$ cat src/rtl/traffic_scheduler.sv
// Two-street traffic light FSM with optional pedestrian WALK phase (enabled by TRAFFIC_PED_WALK_EN).
// Moore outputs from the state register, so lamps change one cycle after the deciding edge; there is no backpressure.
module traffic_scheduler #(
    parameter int GREEN_MIN = 4,
    parameter int YELLOW_T  = 2,
    parameter int ALLRED_T  = 1,
    parameter int WALK_T    = 3
) (
    input  logic       clock,
    input  logic       reset,
    input  logic       tick,
    input  logic       SA,
    input  logic       SB,
    input  logic       ped_req,
    output logic [2:0] LA,
    output logic [2:0] LB,
    output logic       walk,
    output logic [2:0] phase
);

    typedef enum logic [2:0] {
        S_A_GREEN  = 3'd0,
        S_A_YELLOW = 3'd1,
        S_ALLRED_A = 3'd2,
        S_B_GREEN  = 3'd3,
        S_B_YELLOW = 3'd4,
        S_ALLRED_B = 3'd5,
        S_WALK     = 3'd6
    } state_t;

    localparam logic [4:0] GREEN_LAST  = 5'(GREEN_MIN - 1);
    localparam logic [4:0] YELLOW_LAST = 5'(YELLOW_T - 1);
    localparam logic [4:0] ALLRED_LAST = 5'(ALLRED_T - 1);
    localparam logic [4:0] WALK_LAST   = 5'(WALK_T - 1);

    state_t     state_q, state_d;
    logic [4:0] timer_q, timer_d;
    logic       pend_q, pend_d;
    logic       last_b_q, last_b_d;

    always_ff @(posedge clock) begin
        if (!reset) begin
            state_q  <= S_A_GREEN;
            timer_q  <= 5'd0;
            pend_q   <= 1'b0;
            last_b_q <= 1'b0;
        end else begin
            state_q  <= state_d;
            timer_q  <= timer_d;
            pend_q   <= pend_d;
            last_b_q <= last_b_d;
        end
    end

    always_comb begin
        state_d  = state_q;
        last_b_d = last_b_q;
        case (state_q)
            S_A_GREEN:
                if (tick && timer_q >= GREEN_LAST && (SB || pend_q))
                    state_d = S_A_YELLOW;
            S_A_YELLOW:
                if (tick && timer_q == YELLOW_LAST)
                    state_d = S_ALLRED_A;
            S_ALLRED_A:
                if (tick && timer_q == ALLRED_LAST) begin
                    if (pend_q) begin
                        state_d  = S_WALK;
                        last_b_d = 1'b0;
                    end else begin
                        state_d = S_B_GREEN;
                    end
                end
            S_B_GREEN:
                if (tick && timer_q >= GREEN_LAST && (SA || !SB || pend_q))
                    state_d = S_B_YELLOW;
            S_B_YELLOW:
                if (tick && timer_q == YELLOW_LAST)
                    state_d = S_ALLRED_B;
            S_ALLRED_B:
                if (tick && timer_q == ALLRED_LAST) begin
                    if (pend_q) begin
                        state_d  = S_WALK;
                        last_b_d = 1'b1;
                    end else begin
                        state_d = S_A_GREEN;
                    end
                end
            S_WALK:
                if (tick && timer_q == WALK_LAST)
                    state_d = last_b_q ? S_A_GREEN : S_B_GREEN;
            default: state_d = S_A_GREEN;
        endcase

        // Dwell restarts on every transition and parks at 31 rather than wrapping.
        timer_d = timer_q;
        if (state_d != state_q)
            timer_d = 5'd0;
        else if (tick && timer_q != 5'd31)
            timer_d = timer_q + 5'd1;

`ifdef TRAFFIC_PED_WALK_EN
        if (state_d == S_WALK && state_q != S_WALK)
            pend_d = 1'b0;
        else
            pend_d = pend_q | ped_req;
`else
        pend_d = 1'b0;
`endif
    end

`ifndef TRAFFIC_PED_WALK_EN
    logic unused_ped_req;
    assign unused_ped_req = ped_req;
`endif

    always_comb begin
        LA    = 3'b100;
        LB    = 3'b100;
        phase = state_q;
        case (state_q)
            S_A_GREEN:  LA = 3'b001;
            S_A_YELLOW: LA = 3'b010;
            S_B_GREEN:  LB = 3'b001;
            S_B_YELLOW: LB = 3'b010;
            default: ;
        endcase
`ifdef TRAFFIC_PED_WALK_EN
        walk = (state_q == S_WALK);
`else
        walk = 1'b0;
`endif
    end

endmodule

$ cat config.mk
export PLATFORM = sky130hd
export DESIGN_NAME = traffic_scheduler
export DESIGN_NICKNAME = d
export VERILOG_FILES = /design/src/rtl/traffic_scheduler.sv
export SDC_FILE = /design/constraint.sdc
export NUM_CORES = 1
export LEC_CHECK = 0
export ABC_CLOCK_PERIOD_IN_PS = 2500
export CORE_UTILIZATION = 30
export CTS_CLUSTER_SIZE = 40
export DETAILED_ROUTE_END_ITERATION = 10
export PLACE_DENSITY = 0.51
export SKIP_CTS_REPAIR_TIMING = 1
export SYNTH_ARGS = -nofsm -noshare
export SYNTH_HDL_FRONTEND = slang
export SYNTH_SLANG_ARGS = --single-unit
$ cat constraint.sdc
create_clock -name clock -period 2.5 [get_ports clock]
set_clock_uncertainty 0.1 [all_clocks]
set_input_delay 0.625 -clock clock [delete_from_list [all_inputs] [get_ports clock]]
set_output_delay 0.625 -clock clock [all_outputs]
set_load 0.02 [all_outputs]
Word-level counts from Yosys, hierarchy flattened
Index checks and enable logic that the tools add are counted.

Word-level logic and storage cells: 37. Register bits after elaboration: 8. Output and inout port bits: 10. Input bits: 6.

Equality and inequality tests: 10. Bitwise operators: 1. Reduce and logical (&&, ||, !) cells: 12. Add/subtract/negate cells: 1. Magnitude comparators: 1. Multiplexer cells: 10.

Operator list (number): $mux 3 (7); $pmux 3 s7 (1); $pmux 3 s2 (2); $eq 3x3->1 const B (3); $logic_and 1x1->1 (7); $eq 3x2->1 const B (2); $add 5x1->5 const B (1); $eq 5x1->1 const B (1); $eq 5x2->1 const B (1); $ge 5x2->1 const B (1); $logic_not 5->1 (1); $ne 5x5->1 const B (1); $eq 3x1->1 const B (1); $logic_not 3->1 (1); $ne 3x3->1 (1); $reduce_or 2->1 (1); $logic_not 1->1 (1); $logic_or 1x1->1 (1); $not 1->1 (1).

Depth between registers and ports, before layout
Gate-level depths: netlist of run 1.

Word-level depth: 7. Mapped depth: 7. Mapped depth without buffers: 7.

Worst setup path before layout of run 1
No wires, ideal clock.

Path type: register -> output. Start: reg state_q[1], in the netlist phase[1]. End: out LB[2]. Buffers on the path: 1. Data arrival time: 1432 ps. Required time: 1775 ps. Stages on the path, launching flop included: 4. Slack: 343 ps. Cells stage by stage: dfxtp_1 > clkbuf_2 > nor3b_1 > nor2_1.

Word-level cells in the longest chain between the ends: 2. Elaborated cells between the ends (all ways): 3. Classes of those cells: eq/ne: 2; mux: 1.

Ends and longest elaborated chain: start: declaration (RTL line 36) `state_t state_q, state_d;`; start signal: assignment (RTL line 48) `state_q <= state_d;`; $eq 3x3->1 / $eq 3x2->1 (equally long branches) (RTL line 121) `case (state_q)`; $pmux 3 s2 * (RTL line 121); end: declaration (RTL line 16) `output logic [2:0] LB,`.

Every way passes the cells marked *; elsewhere a longest branch is shown, timed or not.

Worst setup path after layout of run 1
Start: in tick. End: reg timer_q[4].

Word-level cells in the longest chain between the ends: 6. Elaborated cells between the ends (all ways): 17. Classes of those cells: eq/ne: 1; mux: 8; reduce/logical: 8.

Ends and longest elaborated chain: start: declaration (RTL line 11) `input logic tick,`; $logic_and 1x1->1 (RTL line 60, 75); $logic_and 1x1->1 (on tied branches) (RTL line 75, 60); $mux 3 (on tied branches) (RTL line 75, 60); $pmux 3 s7 (RTL line 58) `case (state_q)`; $ne 3x3->1 (RTL line 97) `if (state_d != state_q)`; $reduce_or 2->1 (no line); end signal: assignment (RTL line 49) `timer_q <= timer_d;`; end: declaration (RTL line 37) `logic [4:0] timer_q, timer_d;`.

Several ways; a longest one is shown, not always the timed one. A chain may end at the register's enable or synchronous reset.

==> results.ini, run 1 <==
[worst_hold_path]
hold_depth=2
type_of_the_tightest_min_delay_check=flop to flop
min-delay-start=timer_q[4]
holdPathEnd=timer_q[4]

[synth]
post_synth_most_frequent_cells=sky130_fd_sc_hd__nor2_1 (11), sky130_fd_sc_hd__dfxtp_1 (8), sky130_fd_sc_hd__nand2_1 (8), sky130_fd_sc_hd__inv_1 (6), sky130_fd_sc_hd__ha_1 (5)
yosys_cell_types=41
asyncSetResetFlopFracSynth=0
synth_most_common_cell=sky130_fd_sc_hd__nor2_1
synth_enable_flop_cells=0
share_of_the_yosys_chip_area_belonging_to_registers=0.231
synth_area_um2=692
ys.flop_type=sky130_fd_sc_hd__dfxtp_1
synth_area_leaders=sky130_fd_sc_hd__dfxtp_1 (23%), sky130_fd_sc_hd__ha_1 (9.0%), sky130_fd_sc_hd__nor2_1 (6.0%)
synth_top_cell_area_share=0.231
synth.yosys.warnings=0
synth.net_count=93
synth.avg_cell_area_um2=8.44
netlist_instances=82
synth-seq-cells=8
yosysTopAreaCell=sky130_fd_sc_hd__dfxtp_1

[route]
post-route-drc-count=0
detail_route.iter0.violations=4
drt-vias-per-instance=4.95
route.vias.total=639
detailedRoute.firstPassIterationCount=4
totalWireLength_mm=1.61
wire_per_inst_um=12.5
post_detailed_route_count_of_antenna_violating_nets=0

[global_route]
first_pass_grt_wire_length_mm=2.77
grt_antenna_before_repair=0
grt_usage=0.148
vias_in_the_first_global_route=587
grt_start_max_net_pins=12
globalRouteOverflowTotal=0

[cells_and_area]
area_taken_by_flip_flops_and_latches_um2=161
multi_input_area_um2=473
nFillCells=240
final_util=0.416
fraction_of_final_layout_cells_with_drive_strength_greater_than_1=0.218
finish.net_count=114
antenna_cells=0
area_growth_pct=31.8
final-instance-count-excl-fill=129

[floorplan]
vertical_die_dimension_um=50.0
io_pins=16
placeableCoreArea_mm2=0.00219
die_outline_area_mm2=0.00250
start_util=0.316
count_of_standard_cell_rows=17
horizontal_die_dimension_um=50.0

[power]
p_leak_nw=0.401
p_total_w=0.000319
power-per-cell-area_mw_per_mm2=350
max_vdd_drop_uv=192

[setup_path]
startpoint_type=input pin
cp_top_family=simple AND/OR/NAND/NOR gates
timing.rr.start=timer_q[0]
cp.arrival_ps=2420
reg2reg_depth=7
worstPathCellList=clkdlybuf4s50_1 -> or4b_4 -> nor4b_4 -> nor4_1 -> o2111ai_2 -> nor2_1
cp_num_buf_inv=1
timing.critical_path.to_type=flop
crit_fanout=5
timing.rr.end=timer_q[4]
crit_cells=6
cpPeakStageDelay_ps=520
cp_data_required_time_ps=2550
setup.reg_to_reg.worst_slack_ps=450
critPathKind=input pin to flop
cpMaxStageDelayCell=sky130_fd_sc_hd__or4b_4

[clock_network]
clkTransAtPathRegs_ps=60
clock-root-buffer=sky130_fd_sc_hd__clkbuf_4
htree_num_levels=1
clk_path_buf_depth=2
insertion_delay_ps=280
number_of_buffers_inserted_during_clock_tree_synthesis=3
tritoncts_num_sinks=8
tritoncts_clock_tree=done

[place]
finalWeightedCongestion=0.831
place.detailed.hpwl_mm=1.24
dp_cells=126
place.port_buffers=13

[outcome]
status=complete, no violations

[sta]
timing_max_transition_violations_final=0
max_frequency_ghz=0.421
setup_viol=0
final-hold-violation-count=0
timing.hold.ws_ps=470
share_of_the_clock_period_used_by_the_worst_path=0.950
final_period_minus_worst_setup_slack_ps=2370
tns_ps=0
grt_setup_unrepaired=no

[run]
max_cap_violations=0

report_power, final:
part	switching [W]	leakage (nW)	internal, W
logic	0.0000367	0.322	0.0000319
clock network	0.0000562	0.0138	0.0000557
registers	0.00000714	0.0653	0.000132
cell families after synthesis:
family	Yosys count	synth area share
mux	2	0.0289
xor+xnor	3	0.0380
buf+inv	11	0.0922
fa+ha+maj	5	0.0904
flops	8	0.231
compound gates	15	0.206
simple gates	37	0.307
other cells	1	0.00542
placed cells by master, fill, tap and decap left out, types with 2 or more instances in the layout:
| master | count |
|---|---|
| sky130_fd_sc_hd__xor2_1 | 2 |
| sky130_fd_sc_hd__o21ai_0 | 2 |
| sky130_fd_sc_hd__buf_4 | 8 |
| sky130_fd_sc_hd__a21oi_1 | 3 |
| sky130_fd_sc_hd__nand2_1 | 8 |
| sky130_fd_sc_hd__nand4_1 | 2 |
| sky130_fd_sc_hd__dlymetal6s2s_1 | 3 |
| sky130_fd_sc_hd__clkdlybuf4s50_1 | 10 |
| sky130_fd_sc_hd__clkbuf_4 | 3 |
| sky130_fd_sc_hd__nand3_1 | 3 |
| sky130_fd_sc_hd__ha_1 | 5 |
| sky130_fd_sc_hd__dfxtp_1 | 7 |
| sky130_fd_sc_hd__inv_1 | 6 |
| sky130_fd_sc_hd__mux2i_1 | 2 |
| sky130_fd_sc_hd__nor2_1 | 11 |
metrics by stage:
step                instance area, um^2  setup WS (ps)
floorplan                           692            343
global placement                    876           -145
detailed placement                  876           -171
CTS                                 898           18.8
global route                        912           5.26
finish                              912            126
worst min-delay path, stage by stage (launching register included):
cell and delay, ps:
sky130_fd_sc_hd__dfxtp_1 340, sky130_fd_sc_hd__mux2i_1 130, sky130_fd_sc_hd__nor2_1 50
worst max-delay path by stage:
stage / startpoint / end / slack, ps
2_1_floorplan: phase[1] / LB[2] / 340
3_3_place_gp: tick / timer_q[4] / -150
3_5_place_dp: tick / timer_q[4] / -170
4_1_cts: phase[0] / LB[0] / 20
5_1_grt: tick / timer_q[1] / 5
6_report: tick / timer_q[4] / 130
sequential cells by signal, summed over array words and instances, names as in the netlist:
name / count
phase: 3
timer_q: 5
cell type report:
cell class | count | area share
Sequential cell | 8 | 0.177
Inverter | 6 | 0.0247
Multi-Input combinational cell | 63 | 0.519
Timing Repair Buffer | 21 | 0.217
Clock buffer | 3 | 0.0247
Tap cell | 28 | 0.0384
metal layers:
layer / global-route usage / wire length (um) / share of wire / vias to the layer above
met3: 0.0463 / 91 / 0.056 / 2
li1: - / - / - / 334
met2: 0.238 / 755 / 0.47 / 17
met1: 0.181 / 753 / 0.47 / 286
met5: 0 / 0 / 0 / -
met4: 0.0571 / 11 / 0.0068 / 0
No activity file was read; power rests on OpenSTA's default activity.
==> run 2: changes to the inputs <==
--- a/config.mk
+++ b/config.mk
@@ -11,6 +11,8 @@
 export DETAILED_ROUTE_END_ITERATION = 10
 export PLACE_DENSITY = 0.51
 export SKIP_CTS_REPAIR_TIMING = 1
+export SLEW_MARGIN = 20
 export SYNTH_ARGS = -nofsm -noshare
 export SYNTH_HDL_FRONTEND = slang
 export SYNTH_SLANG_ARGS = --single-unit
+export TNS_END_PERCENT = 50
==> results of run 2 <==
Same layout as run 1: the final DEF is identical, and so are final timing and power.
